### src/rtl/memory_arbiter_pkg.sv
// Shared types and defaults for the memory arbiter and its sub-module.
// Latency: n/a (declarations only).
// Backpressure: n/a (declarations only).
package memory_arbiter_pkg;

    // Default memory widths, matching the memory_unit port.
    localparam int DEF_ADDR_W = 16;
    localparam int DEF_DATA_W = 16;

    // Transaction sequencer states.
    typedef enum logic [1:0] {
        ARB_IDLE      = 2'd0,
        ARB_ISSUE     = 2'd1,
        ARB_WAIT_BUSY = 2'd2,
        ARB_WAIT_DONE = 2'd3
    } arb_state_t;

endpackage

### src/rtl/memory_arbiter_rr_pick.sv
// Round-robin search: first set bit of i_pending at or above i_ptr, wrapping.
// Latency: purely combinational.
// Backpressure: none; o_vld is low when nothing is pending.
module memory_arbiter_rr_pick #(
    parameter int N_CH  = 5,
    parameter int SEL_W = $clog2(N_CH)
) (
    input  logic [N_CH-1:0]  i_pending,
    input  logic [SEL_W-1:0] i_ptr,
    output logic             o_vld,
    output logic [SEL_W-1:0] o_idx
);

    int w_idx;

    // Walk offsets from far to near so the nearest pending channel wins last.
    always_comb begin
        o_vld = 1'b0;
        o_idx = '0;
        w_idx = 0;
        for (int k = N_CH - 1; k >= 0; k--) begin
            w_idx = int'(i_ptr) + k;
            if (w_idx >= N_CH) begin
                w_idx = w_idx - N_CH;
            end
            if (i_pending[w_idx]) begin
                o_vld = 1'b1;
                o_idx = SEL_W'(w_idx);
            end
        end
    end

endmodule

### src/rtl/memory_arbiter.sv
// N-channel front end to memory_unit: latches per-channel commands, issues one at a time, returns done + read data.
// Latency: strobe at edge k -> mem_execute during k+1..k+2; ch_done one cycle after mem_ready is seen high in WAIT_DONE.
// Backpressure: ch_busy marks a channel's slot as occupied; strobes while busy are dropped and flagged in ch_overflow.
module memory_arbiter
    import memory_arbiter_pkg::*;
#(
    parameter int N_CH   = 5,
    parameter int ADDR_W = DEF_ADDR_W,
    parameter int DATA_W = DEF_DATA_W,
    parameter int MODE   = 0,
    parameter int SEL_W  = $clog2(N_CH)
) (
    input  logic                   clk,
    input  logic                   rst,
    input  logic [SEL_W-1:0]       sel,
    input  logic [N_CH-1:0]        ch_execute,
    input  logic [2*N_CH-1:0]      ch_func,
    input  logic [ADDR_W*N_CH-1:0] ch_address1,
    input  logic [ADDR_W*N_CH-1:0] ch_address2,
    input  logic [DATA_W*N_CH-1:0] ch_write_data,
    output logic [N_CH-1:0]        ch_done,
    output logic [N_CH-1:0]        ch_busy,
    output logic [N_CH-1:0]        ch_overflow,
    output logic [DATA_W-1:0]      rd_data1,
    output logic [DATA_W-1:0]      rd_data2,
    output logic [SEL_W-1:0]       grant_id,
    output logic [1:0]             mem_func,
    output logic                   mem_execute,
    output logic [ADDR_W-1:0]      mem_address1,
    output logic [ADDR_W-1:0]      mem_address2,
    output logic [DATA_W-1:0]      mem_write_data,
    input  logic                   mem_ready,
    input  logic [DATA_W-1:0]      mem_read_data1,
    input  logic [DATA_W-1:0]      mem_read_data2
);

    arb_state_t        r_state, w_next_state;
    logic [N_CH-1:0]   r_pending;
    logic [1:0]        r_slot_func  [N_CH];
    logic [ADDR_W-1:0] r_slot_addr1 [N_CH];
    logic [ADDR_W-1:0] r_slot_addr2 [N_CH];
    logic [DATA_W-1:0] r_slot_wdata [N_CH];
    logic [N_CH-1:0]   r_overflow;
    logic [N_CH-1:0]   r_done;
    logic [SEL_W-1:0]  r_grant;
    logic [SEL_W-1:0]  r_rr_ptr;
    logic [1:0]        r_mem_func;
    logic [ADDR_W-1:0] r_mem_addr1, r_mem_addr2;
    logic [DATA_W-1:0] r_mem_wdata;
    logic [DATA_W-1:0] r_rd1, r_rd2;

    logic              w_rr_vld, w_sel_vld, w_win_vld;
    logic [SEL_W-1:0]  w_rr_idx, w_win_idx, w_ptr_next;
    logic              w_load, w_complete;
    logic [N_CH-1:0]   w_grant_oh, w_busy;
    logic [1:0]        w_win_func;
    logic [ADDR_W-1:0] w_win_addr1, w_win_addr2;
    logic [DATA_W-1:0] w_win_wdata;

    memory_arbiter_rr_pick #(.N_CH(N_CH), .SEL_W(SEL_W)) u_rr_pick (
        .i_pending (r_pending),
        .i_ptr     (r_rr_ptr),
        .o_vld     (w_rr_vld),
        .o_idx     (w_rr_idx)
    );

    // External-select candidate; out-of-range sel values match no channel.
    always_comb begin
        w_sel_vld = 1'b0;
        for (int i = 0; i < N_CH; i++) begin
            if (int'(sel) == i && r_pending[i]) begin
                w_sel_vld = 1'b1;
            end
        end
    end

    assign w_win_vld  = (MODE == 1) ? w_rr_vld : w_sel_vld;
    assign w_win_idx  = (MODE == 1) ? w_rr_idx : sel;
    assign w_ptr_next = (r_grant == SEL_W'(N_CH - 1)) ? '0 : r_grant + 1'b1;

    // Decode the owner one-hot and mux the winner's slot onto a single bus.
    always_comb begin
        w_grant_oh  = '0;
        w_win_func  = '0;
        w_win_addr1 = '0;
        w_win_addr2 = '0;
        w_win_wdata = '0;
        for (int i = 0; i < N_CH; i++) begin
            w_grant_oh[i] = (r_grant == SEL_W'(i));
            if (w_win_idx == SEL_W'(i)) begin
                w_win_func  = r_slot_func[i];
                w_win_addr1 = r_slot_addr1[i];
                w_win_addr2 = r_slot_addr2[i];
                w_win_wdata = r_slot_wdata[i];
            end
        end
    end

    // A channel stays busy from capture until its transaction completes.
    assign w_busy = r_pending | ((r_state != ARB_IDLE) ? w_grant_oh : '0);

    // Sequencer state register.
    always_ff @(posedge clk or negedge rst) begin
        if (!rst) begin
            r_state <= ARB_IDLE;
        end else begin
            r_state <= w_next_state;
        end
    end

    // Sequencer next state and one-cycle load/complete strobes.
    always_comb begin
        w_next_state = r_state;
        w_load       = 1'b0;
        w_complete   = 1'b0;
        case (r_state)
            ARB_IDLE: begin
                if (w_win_vld) begin
                    w_load       = 1'b1;
                    w_next_state = ARB_ISSUE;
                end
            end
            ARB_ISSUE:     w_next_state = ARB_WAIT_BUSY;
            ARB_WAIT_BUSY: if (!mem_ready) w_next_state = ARB_WAIT_DONE;
            ARB_WAIT_DONE: begin
                if (mem_ready) begin
                    w_complete   = 1'b1;
                    w_next_state = ARB_IDLE;
                end
            end
            default:       w_next_state = ARB_IDLE;
        endcase
    end

    // Per-channel capture; the winner's pending bit clears as it is granted.
    always_ff @(posedge clk or negedge rst) begin
        if (!rst) begin
            r_pending  <= '0;
            r_overflow <= '0;
            for (int i = 0; i < N_CH; i++) begin
                r_slot_func[i]  <= '0;
                r_slot_addr1[i] <= '0;
                r_slot_addr2[i] <= '0;
                r_slot_wdata[i] <= '0;
            end
        end else begin
            for (int i = 0; i < N_CH; i++) begin
                if (ch_execute[i] && w_busy[i]) begin
                    r_overflow[i] <= 1'b1;
                end else if (ch_execute[i]) begin
                    r_pending[i]    <= 1'b1;
                    r_slot_func[i]  <= ch_func[2*i +: 2];
                    r_slot_addr1[i] <= ch_address1[ADDR_W*i +: ADDR_W];
                    r_slot_addr2[i] <= ch_address2[ADDR_W*i +: ADDR_W];
                    r_slot_wdata[i] <= ch_write_data[DATA_W*i +: DATA_W];
                end
                if (w_load && w_win_idx == SEL_W'(i)) begin
                    r_pending[i] <= 1'b0;
                end
            end
        end
    end

    // Command port load on grant; read data, done pulse and pointer on completion.
    always_ff @(posedge clk or negedge rst) begin
        if (!rst) begin
            r_grant     <= '0;
            r_rr_ptr    <= '0;
            r_mem_func  <= '0;
            r_mem_addr1 <= '0;
            r_mem_addr2 <= '0;
            r_mem_wdata <= '0;
            r_rd1       <= '0;
            r_rd2       <= '0;
            r_done      <= '0;
        end else begin
            r_done <= '0;
            if (w_load) begin
                r_grant     <= w_win_idx;
                r_mem_func  <= w_win_func;
                r_mem_addr1 <= w_win_addr1;
                r_mem_addr2 <= w_win_addr2;
                r_mem_wdata <= w_win_wdata;
            end
            if (w_complete) begin
                r_rd1    <= mem_read_data1;
                r_rd2    <= mem_read_data2;
                r_done   <= w_grant_oh;
                r_rr_ptr <= w_ptr_next;
            end
        end
    end

    assign ch_done        = r_done;
    assign ch_busy        = w_busy;
    assign ch_overflow    = r_overflow;
    assign rd_data1       = r_rd1;
    assign rd_data2       = r_rd2;
    assign grant_id       = r_grant;
    assign mem_func       = r_mem_func;
    assign mem_execute    = (r_state == ARB_ISSUE);
    assign mem_address1   = r_mem_addr1;
    assign mem_address2   = r_mem_addr2;
    assign mem_write_data = r_mem_wdata;

endmodule

### config.mk
export PLATFORM = sky130hd
export DESIGN_NAME = memory_arbiter
export DESIGN_NICKNAME = d
export VERILOG_FILES = /design/src/rtl/memory_arbiter_pkg.sv /design/src/rtl/memory_arbiter_rr_pick.sv /design/src/rtl/memory_arbiter.sv
export SDC_FILE = /design/constraint.sdc
export NUM_CORES = 1
export LEC_CHECK = 0
export BUFFER_PORTS_ARGS = -buffer_cell sky130_fd_sc_hd__buf_4
export CAP_MARGIN = 20
export CORE_MARGIN = 2
export CORE_UTILIZATION = 32
export DETAILED_ROUTE_END_ITERATION = 7
export PLACE_DENSITY = 0.61
export SYNTH_ARGS = -nofsm -noshare
export SYNTH_HDL_FRONTEND = slang
export SYNTH_SLANG_ARGS = --single-unit
### constraint.sdc
create_clock -name clk -period 4.2 [get_ports clk]
set_input_delay 0.42 -clock clk [delete_from_list [all_inputs] [get_ports clk]]
set_output_delay 0.42 -clock clk [all_outputs]
set_load 0.05 [all_outputs]
==> results.tsv, run 1 <==
stage	metric	value	unit
outcome	status	finished with violations	
outcome	failing checks	negative hold slack	
synthesis	post-synthesis compound-gate area fraction	5.52	%
timing	worst-margin pin slew	999	ps
timing	Final Cycle Share	73.2	%
synthesis	netlist area before placement	0.0157	mm²
synthesis	synth unique cells	37	
synthesis	synth warn	0	
clock_tree	clock sinks	352	
clock_tree	Resized Gates After CTS	0	
floorplanning	die width	225	µm
clock_tree	CTS Buf Count	42	
synthesis	Most used DFF post-synth	dfrtp_1	
synthesis	synth top area cells	dfrtp_1 (56%), mux2_1 (20%), mux2i_1 (6.5%)	
synthesis	Synth Area in Simple Gates	3.51	%
finish	layout cells sized above 1	35.8	%
global_routing	largest net degree at the start of global routing	127	
synthesis	Async SR Flop Fraction	100	%
timing	WHS	-1.16	ps
drt	Vias/cell	4.90	
clock_tree	latest clock arrival within the worst-skew pair	550	ps
timing	max-slew violations	0	
drt	final wirelength	44.8	mm
global_routing	GRT Overall Usage	17.6	%
finish	Final #Nets	1766	
worst_setup_path	Critical Path RT	4630	ps
placement	IO Port Bufs	393	
timing	Final Hold Viols	1	
placement	DPL Wire Length	30.8	mm
synthesis	flops & latches, synth	352	
drt	DRC violations left	0	
floorplanning	Die ar.	0.0508	mm²
drt	Vias	10400	
synthesis	leading area contributor after synthesis	dfrtp_1	
drt	WL/cell	21.1	µm
power	total chip power	14.9	mW
worst_setup_path	worst r2r src	r_state[0]$_DFFE_PN0P_	
worst_setup_path	CP endpoint kind	register	
finish	# fillers	4517	
global_routing	initial antenna violation count	6	
global_routing	first-pass GRT wire length	67.6	mm
synthesis	mux cell area share after synthesis	31.7	%
finish	commonest non-fill, non-tap cell in the layout	buf_4	
floorplanning	Die Y	225	µm
global_routing	vias in the first global route	11100	
synthesis	Post-Synth XOR/XNOR Area	0	%
timing	Final min period	3070	ps
power	Worst IR Drop VDD	0.314	mV
timing	RSZ-0062 raised after global routing	no	
finish	P&R area growth vs syn	31.9	%
hold_path	Hold Crit Class	input port to asynchronous set/reset pin	
power	Leak	9.51	nW
clock_tree	H-Tree Depth	2	
clock_tree	CTS clock-pin slew for the worst setup and hold paths	60	ps
floorplanning	core area	0.0486	mm²
synthesis	area share of the largest cell type after synthesis	56.2	%
timing	final setup fails	0	
synthesis	largest family of logic cells by synthesized area	multiplexers	
worst_setup_path	CP Class	register to register	
clock_tree	postcts setup bufs	0	
finish	commonest cells after routing, fill and taps aside	buf_4 (412), dfrtp_1 (352), mux2_1 (281)	
timing	final clock skew	11.5	ps
worst_setup_path	worst reg-to-reg path cell count	7	
finish	Post-Route Utilization	42.5	%
worst_setup_path	Critical Path AT	3500	ps
worst_setup_path	Critical R2R Capture	mem_address2[15]$_DFFE_PN0N_	
clock_tree	# hold bufs at CTS	0	
power	Cell Pwr Density	721	mW/mm²
clock_tree	Root Buffer	clkbuf_16	
synthesis	Synth Instances	1085	
drt	ANT nets after route	0	
worst_setup_path	r2r setup slk	1130	ps
timing	setup TNS	0	ps
flow_run	max-cap violations	0	
synthesis	number of synthesized flops with an enable pin	0	
floorplanning	Initial Util	32.2	%
synthesis	syn_area_per_cell	14.4	µm²
placement	GPL Wtd Cong	0.745	
worst_setup_path	CP max FO	30	
floorplanning	num ports	394	
timing	slew margin rel.	33.4	%
synthesis	Post-Synth Adder-Cell Area	0.319	%
worst_setup_path	CP startpoint kind	register	
clock_tree	CTS tree	done	
synthesis	Mapped Nets	1382	
floorplanning	row count	81	
drt	initial DRC count	465	
timing	fmax	325	MHz
clock_tree	Max clock buf depth	3	
synthesis	register area share after synthesis	56.2	%
global_routing	GRT overflow	0	
drt	drt first pass iters	6	
-- where the power goes --
group | switching (mW) | total, mW | internal [mW]
sequential | 0.865 | 5.87 | 5.01
combinational | 3.00 | 5.43 | 2.43
clock | 1.40 | 3.60 | 2.20
-- sequential cells by signal, indices dropped and copies added (netlist names) --
name	flops
r_slot_wdata	80
rd_data2	16
ch_done	5
r_pending	5
rd_data1	16
mem_address2	16
mem_write_data	16
r_slot_addr2	80
ch_overflow	5
r_slot_addr1	80
r_slot_func	10
mem_address1	16
grant_id	3
mem_func	2
r_state	2
-- routing by layer --
metal  vias to the layer above  wire length, µm  global-route usage (%)
met5                         -                0                       0
met4                         0             1450                    7.73
met3                        68             2630                    3.87
met2                       285            21200                    28.1
met1                      5348            19600                    23.0
li1                       4717                -                       -
-- how the worst max path moves through the flow --
stage / from / slack [ps] / end
floorplan: grant_id[0]$_DFFE_PN0N_ / 1840 / r_slot_addr1[0]$_DFFE_PN0P_
global placement: r_state[0]$_DFFE_PN0P_ / 1290 / mem_write_data[15]$_DFFE_PN0N_
detailed placement: r_state[0]$_DFFE_PN0P_ / 1130 / mem_address2[15]$_DFFE_PN0N_
CTS: r_state[0]$_DFFE_PN0P_ / 1090 / mem_address2[15]$_DFFE_PN0N_
global route: r_state[0]$_DFFE_PN0P_ / 980 / mem_address2[15]$_DFFE_PN0N_
finish: r_state[0]$_DFFE_PN0P_ / 1130 / mem_address2[15]$_DFFE_PN0N_
-- synth_stat cells, types with 5 or more instances --
library cell	count
mux2i_1	102
buf_2	37
mux2_1	281
buf_1	5
mux2_2	6
inv_1	6
nand3b_1	50
buf_6	7
a21o_1	11
o22ai_1	52
o21a_1	51
mux2_4	48
clkbuf_1	28
dfrtp_1	352
nor2_1	11
-- per-stage QoR --
stage	worst slack, ps	hold slack [ps]	cells	instance area (µm²)
6_report	1130	-1.16	2126	20700
5_1_grt	982	45.0	2126	20700
4_1_cts	1090	14.9	2120	20700
3_5_place_dp	1130	451	2047	19300
3_3_place_gp	1290	441	2047	19300
2_1_floorplan	1840	124	1085	15700
-- cell families after synthesis --
family          count (synthesis)
buf+inv                        87
compound gates                124
flops                         352
fa+ha+maj                       4
mux                           437
simple gates                   81
-- final cells by class --
| type | count | area [µm²] | area share (%) |
|---|---|---|---|
| Antenna cell | 6 | 15.0 | 0.0726 |
| Clock inverter | 7 | 90.1 | 0.436 |
| Timing Repair Buffer | 417 | 3180 | 15.4 |
| Multi-Input combinational cell | 646 | 6480 | 31.4 |
| Clock buffer | 66 | 1270 | 6.17 |
| Inverter | 10 | 37.5 | 0.182 |
| Sequential cell | 352 | 8810 | 42.6 |
| Tap cell | 622 | 778 | 3.77 |
-- worst max-delay path: stages (launching register included) --
cell      delay, ps
dfrtp_1         410
inv_1           120
ha_1            450
nor4bb_1        460
a32oi_1         140
a21bo_4         630
buf_12          320
mux2_1          350
Note: power is estimated with default switching activity, not from simulation.
==> inputs of run 2 (changes only) <==
--- a/config.mk
+++ b/config.mk
@@ -5,12 +5,13 @@
 export SDC_FILE = /design/constraint.sdc
 export NUM_CORES = 1
 export LEC_CHECK = 0
+export ABC_AREA = 1
 export BUFFER_PORTS_ARGS = -buffer_cell sky130_fd_sc_hd__buf_4
 export CAP_MARGIN = 20
 export CORE_MARGIN = 2
 export CORE_UTILIZATION = 32
 export DETAILED_ROUTE_END_ITERATION = 7
-export PLACE_DENSITY = 0.61
+export PLACE_DENSITY = 0.63
 export SYNTH_ARGS = -nofsm -noshare
 export SYNTH_HDL_FRONTEND = slang
 export SYNTH_SLANG_ARGS = --single-unit
==> constraint.sdc (replaced) <==
create_clock -name clk -period 2.55 [get_ports clk]
set_input_delay 0.255 -clock clk [delete_from_list [all_inputs] [get_ports clk]]
set_output_delay 0.255 -clock clk [all_outputs]
set_load 0.05 [all_outputs]
==> results.tsv, run 2 <==
stage	metric	value	unit
global_routing	grt met2 use	35.5	%
finish	commonest non-fill, non-tap cell in the layout	nand2_1	
synthesis	number of synthesized flops with an enable pin	0	
floorplanning	die width	224	µm
drt	WL/cell	16.6	µm
power	Worst IR Drop VDD	0.672	mV
finish	Final #Nets	2833	
global_routing	met3 GRT Util	3.94	%
global_routing	largest net degree at the start of global routing	101	
drt	final wirelength	52.8	mm
power	combinational share of power	36.4	%
hold_path	Hold Crit Class	input port to register	
power	Sequential Power Share	39.2	%
flow_run	max-cap violations	0	
worst_setup_path	CP delay by family, top	buffers and inverters	
floorplanning	num ports	394	
timing	final clock skew	14.6	ps
floorplanning	Initial Util	32.4	%
synthesis	synth warn	0	
clock_tree	CTS clock-pin slew for the worst setup and hold paths	60	ps
synthesis	Synth Instances	1877	
drt	DRC violations left	0	
clock_tree	clock sinks	352	
worst_setup_path	Worst path max stage delay	390	ps
synthesis	Async SR Flop Fraction	100	%
worst_setup_path	Critical R2R Capture	r_slot_wdata[6]$_DFFE_PN0P_	
global_routing	GRT Overall Usage	21.1	%
synthesis	area share of the largest cell type after synthesis	57.1	%
worst_setup_path	CP endpoint kind	output port	
worst_setup_path	critical path, cell by cell	inv_1 > ha_1 > inv_2 > nand4_1 > nand2_2 > buf_4	
worst_setup_path	Critical Path RT	2300	ps
hold_path	hold path endpoint	r_slot_addr1[4]$_DFFE_PN0P_	
synthesis	largest family of logic cells by synthesized area	simple AND/OR/NAND/NOR gates	
worst_setup_path	worst r2r src	r_state[0]$_DFFE_PN0P_	
drt	drt first pass iters	5	
synthesis	synth top area cells	dfrtp_1 (57%), nand2_1 (16%), o21ai_0 (7.1%)	
finish	P&R area growth vs syn	51.4	%
synthesis	synth unique cells	25	
timing	final setup fails	0	
placement	area of placed instances	0.0192	mm²
placement	DPL Wire Length	33.7	mm
timing	max-slew violations	0	
worst_setup_path	CP max FO	6	
power	sw frac	39.1	%
worst_setup_path	slowest stage cell, crit path	dfrtp_1	
hold_path	Worst Hold Depth	3	
synthesis	count leader, synth	nand2_1	
placement	IO Port Bufs	393	
worst_setup_path	CP startpoint kind	register	
timing	worst-margin pin slew	639	ps
finish	final instance area	0.0234	mm²
floorplanning	Die Y	224	µm
synthesis	leading area contributor after synthesis	dfrtp_1	
timing	Final Cycle Share	93.4	%
worst_setup_path	Critical Path AT	2130	ps
worst_setup_path	CP Class	register to output port	
global_routing	GRT overflow	0	
placement	Place WS	479	ps
synthesis	Mapped Nets	2174	
power	Leak	12.4	nW
timing	slew margin rel.	57.4	%
finish	commonest cells after routing, fill and taps aside	nand2_1 (659), buf_4 (415), dfrtp_1 (352)	
power	P_int	14.7	mW
timing	setup TNS	0	ps
timing	RSZ-0062 raised after global routing	no	
placement	GPL Wtd Cong	0.785	
drt	Vias	14700	
floorplanning	core area	0.0476	mm²
clock_tree	Root Buffer	clkbuf_16	
global_routing	GR peak layer	met2	
power	Clock Power Share	24.4	%
synthesis	netlist area before placement	0.0154	mm²
worst_setup_path	worst reg-to-reg path cell count	8	
synthesis	Post-Synth XOR/XNOR Area	0	%
power	P_sw	9.40	mW
synthesis	Synth Area in Simple Gates	21.8	%
timing	Final WS setup	170	ps
drt	ANT nets after route	0	
global_routing	initial antenna violation count	2	
synthesis	syn_area_per_cell	8.22	µm²
clock_tree	H-Tree Depth	2	
timing	fmax	420	MHz
global_routing	met1 usage	27.1	%
finish	layout cells sized above 1	21.0	%
global_routing	vias in the first global route	15200	
worst_setup_path	r2r setup slk	440	ps
global_routing	first-pass GRT wire length	82.5	mm
hold_path	min-delay src	ch_address1[68]	
worst_setup_path	Worst Path Buf+Inv	3	
power	Cell Pwr Density	1030	mW/mm²
synthesis	post-synthesis compound-gate area fraction	8.56	%
synthesis	Most used DFF post-synth	dfrtp_1	
drt	initial DRC count	944	
clock_tree	Max clock buf depth	3	
clock_tree	latest clock arrival within the worst-skew pair	550	ps
timing	Final min period	2380	ps
synthesis	flops & latches, synth	352	
outcome	status	finished clean	
synthesis	Post-Synth Adder-Cell Area	0.325	%
timing	Final Hold Viols	0	
finish	largest registers	r_slot_addr1: 80 flops, r_slot_addr2: 80 flops, r_slot_wdata: 80 flops	
clock_tree	CTS Buf Count	41	
clock_tree	CTS tree	done	
synthesis	mux cell area share after synthesis	2.40	%
floorplanning	Die ar.	0.0500	mm²
drt	Vias/cell	4.61	
synthesis	register area share after synthesis	57.1	%
floorplanning	row count	80	
synthesis	Post-synth top cells	nand2_1 (662), dfrtp_1 (352), inv_1 (284)	
==> run 2: cell types whose count changed in the layout (fill, tap and decap cells not counted), sizes merged, moves of 95 or more <==
cell,previous run,this run
inv,6,286
mux2i,102,1
mux2,335,32
nand2,3,664
dlygate4sd3,0,285
o21ai,2,220
nor2,11,106
==> run 2: layer usage <==
layer | up-vias | wire [µm]
met2 | 490 | 25400
met5 | - | 13
li1 | 7043 | -
met1 | 7013 | 22800
met3 | 108 | 3110
met4 | 2 | 1470
==> run 2: cells by family after synthesis <==
kind of cell             after synthesis
flip-flops                           352
multiplexers                          33
AO/OA/AOI/OAI                        259
AND/OR/NAND/NOR                      847
adder cells (fa/ha/maj)                4
buffers and inverters                382
==> run 2: how the worst max path moves through the flow <==
stage | to | cells past startpoint | slack [ps] | startpoint
after floorplan | r_slot_addr1[10]$_DFFE_PN0P_ | 7 | 840 | grant_id[0]$_DFFE_PN0N_
after global placement | r_pending[2]$_DFFE_PN0P_ | 9 | 550 | r_state[0]$_DFFE_PN0P_
after detailed placement | r_slot_wdata[6]$_DFFE_PN0P_ | 7 | 480 | r_state[0]$_DFFE_PN0P_
after CTS | ch_busy[2] | 6 | 5 | r_state[0]$_DFFE_PN0P_
after global routing | ch_busy[0] | 6 | 70 | r_state[0]$_DFFE_PN0P_
final | ch_busy[0] | 6 | 170 | r_state[0]$_DFFE_PN0P_
==> run 2: layout make-up <==
class	count	area [µm²]
fill	4346	24300
multi-input combinational	1143	5190
timing repair buffer	711	6180
inverter	287	1080
clock buffer	60	1180
sequential	352	8810
antenna	2	5.00
tap	615	769
clock inverter	11	140
==> run 2: power groups by stage <==
stage | Clock, mW | Sequential, mW | Combinational, mW
after floorplan | 0 | 11.2 | 3.63
final | 5.86 | 9.42 | 8.76
after global placement | 0 | 9.38 | 8.14
after global routing | 6.25 | 9.69 | 9.62
after CTS | 6.01 | 9.37 | 8.76
after detailed placement | 0 | 9.43 | 8.37
==> run 2: metrics by stage <==
stage	std cells	utilization, %	total power, mW	hold slack (ps)
finish	3181	49.0	24.1	30.0
global route	3179	49.0	25.6	32.8
floorplan	1877	-	14.8	-40.6
CTS	3177	49.0	24.1	0.503
detailed placement	2821	40.2	17.8	288
global placement	2821	40.2	17.5	281
==> run 2: worst reg2reg max path: stages, from the launching register on <==
cell and delay [ps]:
dfrtp_1 390, inv_1 80, ha_1 290, inv_2 160
nand4_1 150, buf_4 190, nand3_4 60, buf_4 410
o21ai_0 230
==> run 2: what timing repair did <==
action / CTS / global route
resized for setup: 2 / 2
hold buffers: 285 / 0
hold endpoints to repair: 346 / 0
pin swaps: 0 / 2
endpoints found under the setup margin: 2 / 4
setup buffers: 0 / 2
